## src/rtl/fc_mapper_pkg.sv

```systemverilog
// Shared types and defaults for the FC discrete-logic mapper family.
// The bus payload gains a PRG data field when FC_MAPPER_BUS_CONFLICT_EN is defined.
package fc_mapper_pkg;

    typedef enum logic [1:0] {
        UXROM = 2'd0,
        M94   = 2'd1,
        M180  = 2'd2,
        CNROM = 2'd3
    } mapper_mode_t;

    typedef enum logic [1:0] {
        IDLE   = 2'd0,
        HIGH   = 2'd1,
        COMMIT = 2'd2
    } fsm_state_t;

    localparam int unsigned M2_FILTER_DEF    = 3;
    localparam int unsigned IDLE_TIMEOUT_DEF = 2500000;

    // CPU bus sample carried through the pipe alongside the synchronised M2
    typedef struct packed {
        logic       romsel;
        logic       rw;
        logic [7:0] data;
`ifdef FC_MAPPER_BUS_CONFLICT_EN
        logic [7:0] prg_data;
`endif
    } cpu_bus_t;

endpackage

```

## src/rtl/fc_m2_sync.sv

```systemverilog
// Two-flop synchroniser for CPU M2 with single-cycle rise/fall indications.
module fc_m2_sync (
    input  logic osc50,
    input  logic m2_rst,
    input  logic m2,
    output logic m2_s,
    output logic m2_rise_c,
    output logic m2_fall_c
);

    logic m2_meta;
    logic m2_d;

    always_ff @(posedge osc50) begin
        if (m2_rst) begin
            m2_meta <= 1'b0;
            m2_s    <= 1'b0;
            m2_d    <= 1'b0;
        end else begin
            m2_meta <= m2;
            m2_s    <= m2_meta;
            m2_d    <= m2_s;
        end
    end

    assign m2_rise_c = m2_s & ~m2_d;
    assign m2_fall_c = ~m2_s & m2_d;

endmodule

```

## src/rtl/fc_discrete_mapper.sv

```systemverilog
// UxROM / mapper 94 / mapper 180 / CNROM bank latch with M2 pulse filter and idle watchdog.
// Optional FC_MAPPER_BUS_CONFLICT_EN ANDs the written value with PRG ROM output data.
module fc_discrete_mapper
    import fc_mapper_pkg::*;
#(
    parameter int unsigned MODE         = 1,
    parameter int unsigned PRG_BANK_W   = 3,
    parameter int unsigned CHR_BANK_W   = 2,
    parameter int unsigned MIRROR_V     = 1,
    parameter int unsigned M2_FILTER    = M2_FILTER_DEF,
    parameter int unsigned IDLE_TIMEOUT = IDLE_TIMEOUT_DEF
) (
    input  logic                  osc50,
    input  logic                  m2_rst,
    input  logic                  m2,
    input  logic                  romsel,
    input  logic                  cpu_rw_in,
    input  logic [7:0]            cpu_data,
    input  logic [14:0]           cpu_addr_in,
`ifdef FC_MAPPER_BUS_CONFLICT_EN
    input  logic [7:0]            prg_data_in,
`endif
    input  logic [2:0]            ppu_addr_in,
    output logic [PRG_BANK_W:0]   prg_addr_out,
    output logic [CHR_BANK_W+2:0] chr_addr_out,
    output logic                  ppu_ciram_a10,
    output logic                  bank_wr
);

    localparam mapper_mode_t MODE_E = mapper_mode_t'(2'(MODE));
    localparam int unsigned HI_W = $clog2(M2_FILTER + 2);
    localparam int unsigned WD_W = $clog2(IDLE_TIMEOUT + 2);
    localparam logic [HI_W-1:0] HI_MAX    = HI_W'(M2_FILTER);
    localparam logic [HI_W-1:0] HI_ACCEPT = HI_W'((M2_FILTER > 0) ? (M2_FILTER - 1) : 0);
    localparam logic [WD_W-1:0] WD_MAX    = WD_W'(IDLE_TIMEOUT);
    localparam logic [WD_W-1:0] WD_LAST   = WD_W'((IDLE_TIMEOUT > 0) ? (IDLE_TIMEOUT - 1) : 0);

    logic                  m2_s;
    logic                  m2_rise_c;
    logic                  m2_fall_c;
    logic                  m2_edge_c;
    logic                  wd_expire_c;
    logic                  accept_c;
    logic [7:0]            wr_data_c;
    logic [PRG_BANK_W-1:0] prg_load_c;
    logic [CHR_BANK_W-1:0] chr_load_c;
    logic [PRG_BANK_W-1:0] prg_sel_c;
    logic                  unused_addr;

    cpu_bus_t              bus_in;
    cpu_bus_t              bus_p1;
    cpu_bus_t              bus_p2;
    cpu_bus_t              shadow;
    fsm_state_t            state;
    logic [HI_W-1:0]       hi_cnt;
    logic [WD_W-1:0]       wd_cnt;
    logic [PRG_BANK_W-1:0] prg_bank;
    logic [CHR_BANK_W-1:0] chr_bank;

    fc_m2_sync u_m2_sync (
        .osc50     (osc50),
        .m2_rst    (m2_rst),
        .m2        (m2),
        .m2_s      (m2_s),
        .m2_rise_c (m2_rise_c),
        .m2_fall_c (m2_fall_c)
    );

    always_comb begin
        bus_in        = '0;
        bus_in.romsel = romsel;
        bus_in.rw     = cpu_rw_in;
        bus_in.data   = cpu_data;
`ifdef FC_MAPPER_BUS_CONFLICT_EN
        bus_in.prg_data = prg_data_in;
`endif
    end

    // Bus pipe matches the synchroniser depth so samples line up with m2_s
    always_ff @(posedge osc50) begin
        if (m2_rst) begin
            bus_p1 <= '0;
            bus_p2 <= '0;
        end else begin
            bus_p1 <= bus_in;
            bus_p2 <= bus_p1;
        end
    end

`ifdef FC_MAPPER_BUS_CONFLICT_EN
    assign wr_data_c = shadow.data & shadow.prg_data;
`else
    assign wr_data_c = shadow.data;
`endif

    assign m2_edge_c   = m2_rise_c | m2_fall_c;
    assign wd_expire_c = (wd_cnt == WD_LAST) && !m2_edge_c;
    // The rise-detect cycle is itself the first counted high cycle
    assign accept_c    = (hi_cnt >= HI_ACCEPT) && !shadow.romsel && !shadow.rw;

    always_comb begin
        prg_load_c = prg_bank;
        chr_load_c = chr_bank;
        case (MODE_E)
            UXROM, M180: prg_load_c = wr_data_c[PRG_BANK_W-1:0];
            M94:         prg_load_c = PRG_BANK_W'(wr_data_c >> 2);
            CNROM:       chr_load_c = wr_data_c[CHR_BANK_W-1:0];
            default:     ;
        endcase
    end

    // Write-qualification FSM, bank registers and idle watchdog
    always_ff @(posedge osc50) begin
        if (m2_rst) begin
            state    <= IDLE;
            hi_cnt   <= '0;
            wd_cnt   <= '0;
            shadow   <= '0;
            prg_bank <= '0;
            chr_bank <= '0;
            bank_wr  <= 1'b0;
        end else begin
            bank_wr <= 1'b0;

            if (m2_edge_c) begin
                wd_cnt <= '0;
            end else if (wd_cnt != WD_MAX) begin
                wd_cnt <= wd_cnt + WD_W'(1);
            end

            if (wd_expire_c) begin
                prg_bank <= '0;
                chr_bank <= '0;
                state    <= IDLE;
            end else begin
                case (state)
                    IDLE: begin
                        if (m2_rise_c) begin
                            hi_cnt <= '0;
                            shadow <= bus_p2;
                            state  <= HIGH;
                        end
                    end
                    HIGH: begin
                        if (m2_fall_c) begin
                            state <= accept_c ? COMMIT : IDLE;
                        end else begin
                            if (hi_cnt != HI_MAX) begin
                                hi_cnt <= hi_cnt + HI_W'(1);
                            end
                            shadow <= bus_p2;
                        end
                    end
                    COMMIT: begin
                        prg_bank <= prg_load_c;
                        chr_bank <= chr_load_c;
                        bank_wr  <= 1'b1;
                        state    <= IDLE;
                    end
                    default: state <= IDLE;
                endcase
            end
        end
    end

    always_comb begin
        prg_sel_c = '0;
        case (MODE_E)
            UXROM, M94: prg_sel_c = cpu_addr_in[14] ? '1 : prg_bank;
            M180:       prg_sel_c = cpu_addr_in[14] ? prg_bank : '0;
            CNROM:      prg_sel_c = PRG_BANK_W'(cpu_addr_in[14]);
            default:    prg_sel_c = '0;
        endcase
    end

    assign prg_addr_out  = {prg_sel_c, cpu_addr_in[13]};
    assign chr_addr_out  = {chr_bank, ppu_addr_in};
    assign ppu_ciram_a10 = (MIRROR_V != 0) ? ppu_addr_in[0] : ppu_addr_in[1];
    assign unused_addr   = ^cpu_addr_in[12:0];

endmodule

```

## config.mk

```make
export PLATFORM = sky130hd
export DESIGN_NAME = fc_discrete_mapper
export DESIGN_NICKNAME = d
export VERILOG_FILES = /design/src/rtl/fc_mapper_pkg.sv /design/src/rtl/fc_m2_sync.sv /design/src/rtl/fc_discrete_mapper.sv
export SDC_FILE = /design/constraint.sdc
export NUM_CORES = 1
export LEC_CHECK = 0
export CAP_MARGIN = 20
export CELL_PAD_IN_SITES_DETAIL_PLACEMENT = 2
export CELL_PAD_IN_SITES_GLOBAL_PLACEMENT = 2
export CORE_MARGIN = 8
export CORE_UTILIZATION = 29
export DETAILED_ROUTE_END_ITERATION = 7
export GPL_ROUTABILITY_DRIVEN = 0
export PLACE_DENSITY_LB_ADDON = 0.1
export SYNTH_ARGS = -nofsm -noshare
export SYNTH_HDL_FRONTEND = slang
export SYNTH_SLANG_ARGS = --single-unit
```

## constraint.sdc

```tcl
create_clock -name osc50 -period 3.1 [get_ports osc50]
set_clock_uncertainty 0.1 [all_clocks]
set_input_delay 0.62 -clock osc50 [delete_from_list [all_inputs] [get_ports osc50]]
set_output_delay 0.62 -clock osc50 [all_outputs]
set_load 0.01 [all_outputs]
```

# Yosys cells after proc, flatten, opt, wreduce, memory -nomap -nowiden
# Index checks and enable logic that the tools add are counted.
dict set report op_classes {
  eq_ne 9
  n_reduce_logical 13
  n_mux 13
  n_addsub 2
  n_bitwise 6
  order_cmp 1
}
# cell n
set ops {}
lappend ops {{22-bit by 1-bit adder with 22-bit output, second input constant} 1}
lappend ops {{22-bit == test, second input constant} 1}
lappend ops {{22-bit != test, second input constant} 1}
lappend ops {{10-bit two-way mux} 2}
lappend ops {{10-bit case mux with 2 select lines} 1}
lappend ops {{3-bit two-way mux} 4}
lappend ops {{2-bit != test, second input constant} 4}
lappend ops {{2-bit two-way mux} 3}
lappend ops {{3-bit case mux with 2 select lines} 1}
lappend ops {{5-bit AND reduction} 1}
lappend ops {{2-bit case mux with 2 select lines} 1}
lappend ops {{4-bit AND reduction} 1}
lappend ops {{2-bit OR reduction} 2}
lappend ops {{3-bit by 1-bit adder with 3-bit output, second input constant} 1}
lappend ops {{3-bit by 2-bit greater-or-equal comparator with 1-bit output, second input constant} 1}
lappend ops {{1-bit logical AND} 3}
lappend ops {{1-bit logical NOT} 3}
lappend ops {{3-bit by 2-bit != test with 1-bit output, second input constant} 1}
lappend ops {{1-bit NOT} 3}
lappend ops {{1-bit bitwise AND} 2}
lappend ops {{2-bit by 1-bit == test with 1-bit output, second input constant} 1}
lappend ops {{2-bit == test, second input constant} 1}
lappend ops {{2-bit logical NOT} 1}
lappend ops {{2-bit AND reduction} 1}
lappend ops {{other kinds (3)} 3}
dict set report word_totals {
  inputBits 31
  elab_cells 61
  output_inout_bits 11
  register_bits 61
}

# Depth between registers and ports, before layout
dict set report depth {
  ltp_word 7
  mapped_depth 7
  ltp_nobuf 6
}

# Hierarchy
# Synthesis repeated with hierarchy kept, for this count alone.
dict set report unflattened {
  hier_cells 246
  hier_area_um2 2220.9
}
# module n_inst seq_area_each_um2 cells_each area_per_inst_um2
set by_module_without_submodules {}
lappend by_module_without_submodules {fc_discrete_mapper 1 920.9 238 2129.5}
lappend by_module_without_submodules {fc_m2_sync 1 60.1 8 91.3}

# Least setup slack after synthesis
# No wires, ideal clock.
dict set report synth_path {
  path_type {reg2reg}
  from {register u_m2_sync.m2_s}
  to {register state[0]}
  n_path_buf 1
  path_stages_with_launch 8
  setup_ns 0.125
  t_arrival_ns 1.626
  path_slack_ns 1.249
  cell_sequence {dfxtp_1 -> inv_1 -> ha_1 -> inv_1 -> or4_4 -> o21a_1 -> buf_6 -> nor2b_1}
}
dict set report synth_between {
  elab_chain_cells 6
  elab_cells_between_ends 10
}
# item line
set synth_lines {}
lappend synth_lines {{start: declaration} fc_m2_sync.sv:6} ;# output logic m2_s,
lappend synth_lines {{start signal: assignment} fc_m2_sync.sv:21} ;# m2_s <= m2_meta;
lappend synth_lines {{1-bit NOT} fc_m2_sync.sv:27} ;# assign m2_fall_c = ~m2_s & m2_d;
lappend synth_lines {{1-bit bitwise AND} fc_m2_sync.sv:27}
lappend synth_lines {{1-bit OR} fc_discrete_mapper.sv:96} ;# assign m2_edge_c = m2_rise_c | m2_fall_c;
lappend synth_lines {{1-bit logical NOT} fc_discrete_mapper.sv:97} ;# assign wd_expire_c = (wd_cnt == WD_LAST) && !m2_edge_c;
lappend synth_lines {{1-bit logical AND} fc_discrete_mapper.sv:97}
lappend synth_lines {{2-bit OR reduction (no source line)} --}
lappend synth_lines {{end signal: assignment} fc_discrete_mapper.sv:146} ;# state <= accept_c ? COMMIT : IDLE;
lappend synth_lines {{end: declaration} fc_discrete_mapper.sv:54} ;# fsm_state_t state;
# Parallel ways exist; a longest one is shown, timed or not.
# A chain may end at the register's enable or synchronous reset.

# Final worst setup path
dict set report layout_path {
  from {input port cpu_addr_in[14]}
  to {output port prg_addr_out[3]}
}
dict set report layout_between {
  elab_chain_cells 1
}
# item line
set layout_lines {}
lappend layout_lines {{start: declaration} fc_discrete_mapper.sv:19} ;# input logic [14:0] cpu_addr_in,
lappend layout_lines {{3-bit two-way mux} fc_discrete_mapper.sv:169} ;# UXROM, M94: prg_sel_c = cpu_addr_in[14] ? '1 : prg_bank;
lappend layout_lines {{end: declaration} fc_discrete_mapper.sv:24} ;# output logic [PRG_BANK_W:0] prg_addr_out,
# No other way between the ends.

==> reports/metrics.cfg <==
[status]
status=finished clean

[logic_synthesis]
synth_area_sq_um=2238
seq_area_frac_synth=0.4382
synth_cells=244
ys_ff_latch=49
yosys_warnings=0
post-synth-top-area-cell=dfxtp_1
synthFlopType=dfxtp_1
synth_edf_count=0
synth_common_cells=dfxtp_1, nor2_1, nand2b_1
yosysTopAreaCellShare=0.4382
async_reset_ff_frac=0
synth.distinct_cells=44
postSynthAreaPerCell_sq_um=9.174
yosysMostFrequentCell=dfxtp_1
synth_area_leaders=dfxtp_1, mux2i_1, nand2b_1

[placed_design]
place_ws_ns=0.5805
postPlaceCellArea_sq_um=2411
dp_hpwl_um=3703
numPortBuffers=12

[critical_path]
arrival_ns=1.79
cp-start-kind=input pin
cp-end-kind=output port
crit_cells=3
cp_num_buf_inv=2
worstRegToRegCells=4
cp.required_ns=2.38
cp_top_family=buffers and inverters
cp_cell_sequence=clkdlybuf4s50_1 -> or2_2 -> clkdlybuf4s50_1
crit_path_frequent_cell=clkdlybuf4s50_1
slowest_stage=clkdlybuf4s50_1
timing.rr.start=wd_cnt[16]
crit_fanout=3
r2r_slack_ns=0.95
path_class=in -> out
critPathMaxStageDelay_ns=0.48
worst_r2r_endpoint=hi_cnt[2]

[min_path]
holdPathEnd=bus_p2[9]
whs_path_depth=1
hold_path_class=reg -> reg
holdCritStartpoint=bus_p1[9]

[detailed_routing]
drc=0
vias=1668
drt_iter0_drc=35
viasPerCell=4.725
wl_um=5017
postRouteAntennaNets=0
wl_per_cell_um=14.21
firstDrtPassIters=3

[floorplan]
fp.dieH_um=103.9
die_x_um=103.9
die_area_sq_um=10790
io_pins=42
rows=32
core_sq_um=7607
start_util=0.2942

[finish]
regArea_sq_um=980.9
multi_input_area_sq_um=1134
design_area_sq_um=2509
nets=287
layout-drive-gt1-share=0.09960
area_growth_syn_to_layout_pct=12.07
antenna_cells=0
fill_cells=866

[grt]
overflow=0
grt_max_degree=32
grt_pass1_vias=1764
grt_pass1_wl_um=8825
antenna_found_initial=0
grtUsageTotal=0.09819

[timing]
post-route-period-util=0.8112
setup_violations=0
slew_headroom=0.5994
layout_setup_ws_ns=0.5852
slew_violations=0
tightestPinTransition_ns=0.5997
rsz0062_at_grt=no
max_freq_ghz=0.3976
period_minus_slack_ns=2.515
tns_ns=0
report.final.hold_viol_count=0

[clock_network]
clock_path_buffers=2
clock-sinks=49
tritoncts=yes
hold_buffers=0
post_cts_resized=0
numCtsBuffers=5
postCtsSetupBuffers=0
clk_pin_slew_ns=0.10
clkLatencyLatePin_ns=0.32
cts_root_buf=clkbuf_8
cts_max_level=2

[run]
maxCapViolCount=0

[pwr]
leakage_nw=0.9635
irDropWorstVdd_v=0.0001614
power.density_nw_per_um2=458.3

how the worst max path moves through the flow:
stage	end	from
final	prg_addr_out[3]	cpu_addr_in[14]
after global routing	prg_addr_out[3]	cpu_addr_in[14]
after CTS	prg_addr_out[3]	cpu_addr_in[14]
after detailed placement	prg_addr_out[3]	cpu_addr_in[14]
after global placement	prg_addr_out[3]	cpu_addr_in[14]
after floorplan	state[0]	u_m2_sync.m2_s
state kept, by name (all words and copies together) (netlist names):
register / flops
prg_bank: 3
wd_cnt: 22
bus_p1: 5
shadow: 2
state: 2
u_m2_sync.m2_d: 1
wr_data_c: 3
u_m2_sync.m2_meta: 1
u_m2_sync.m2_s: 1
bus_p2: 5
hi_cnt: 3
bank_wr: 1
per-stage QoR:
step	instances	power, mW	util	hold WS (ns)
finish	353	1.150	0.3298	0.3460
global route	353	1.206	0.3298	0.3626
CTS	353	1.175	0.3298	0.3533
detailed placement	345	0.7469	0.3169	0.3277
global placement	345	0.7446	0.3169	0.3177
floorplan	245	0.7261	-	0.3138
area by class of cell:
| cell class | instances | area share |
|---|---|---|
| flip-flops and latches | 49 | 0.3910 |
| well taps | 102 | 0.05087 |
| clock inverters | 3 | 0.01147 |
| clock buffers | 5 | 0.02743 |
| multi-input cells | 171 | 0.4519 |
| repair buffers | 14 | 0.05387 |
| inverters | 9 | 0.01347 |
layout by cell type (no fill, tap or decap), types with 2 or more instances in the layout:
cell,count
a21oi_1,10
clkbuf_8,5
clkdlybuf4s50_1,12
ha_1,6
xor2_1,2
or2_2,5
o21a_1,2
a41o_1,2
buf_4,2
o21ai_0,7
a31o_2,3
inv_1,9
and4_1,4
nor4_4,2
nand2_1,14
o32ai_1,2
mux2i_1,10
nor2_1,22
a31oi_1,2
dfxtp_1,49
nor3_1,7
nand2b_1,16
nand4_1,6
xnor2_1,7
nor2b_1,14
or3_1,2
and3_1,4
nand3_1,6
conb_1,2
cells by family (layout without fill, tap and decap cells):
kind of cell / count (synthesis) / after routing / share of synthesized area
buffers and inverters: 25 / 31 / 0.05701
other: 1 / 2 / 0.001675
adders and majority gates: 6 / 6 / 0.03354
DFF: 49 / 49 / 0.4382
and+or+nand+nor: 113 / 113 / 0.3007
AOI/OAI and AO/OA: 31 / 31 / 0.08888
muxes: 10 / 10 / 0.04472
xor gates and xnor gates: 9 / 9 / 0.03522
layer usage:
metal | global-route usage | share of wire | wire length [um]
met3 | 0.02974 | 0.037 | 188
met1 | 0.1319 | 0.52 | 2617
met5 | 0 | 0 | 0
met2 | 0.1439 | 0.43 | 2137
met4 | 0.03619 | 0.015 | 74
report_power, final:
part	switching (mW)	internal, mW	total, mW
registers	0.00864	0.643	0.651
clock network	0.251	0.169	0.420
logic	0.0396	0.0389	0.0784
total	0.299	0.851	1.15
No activity file was read; power rests on OpenSTA's default activity.
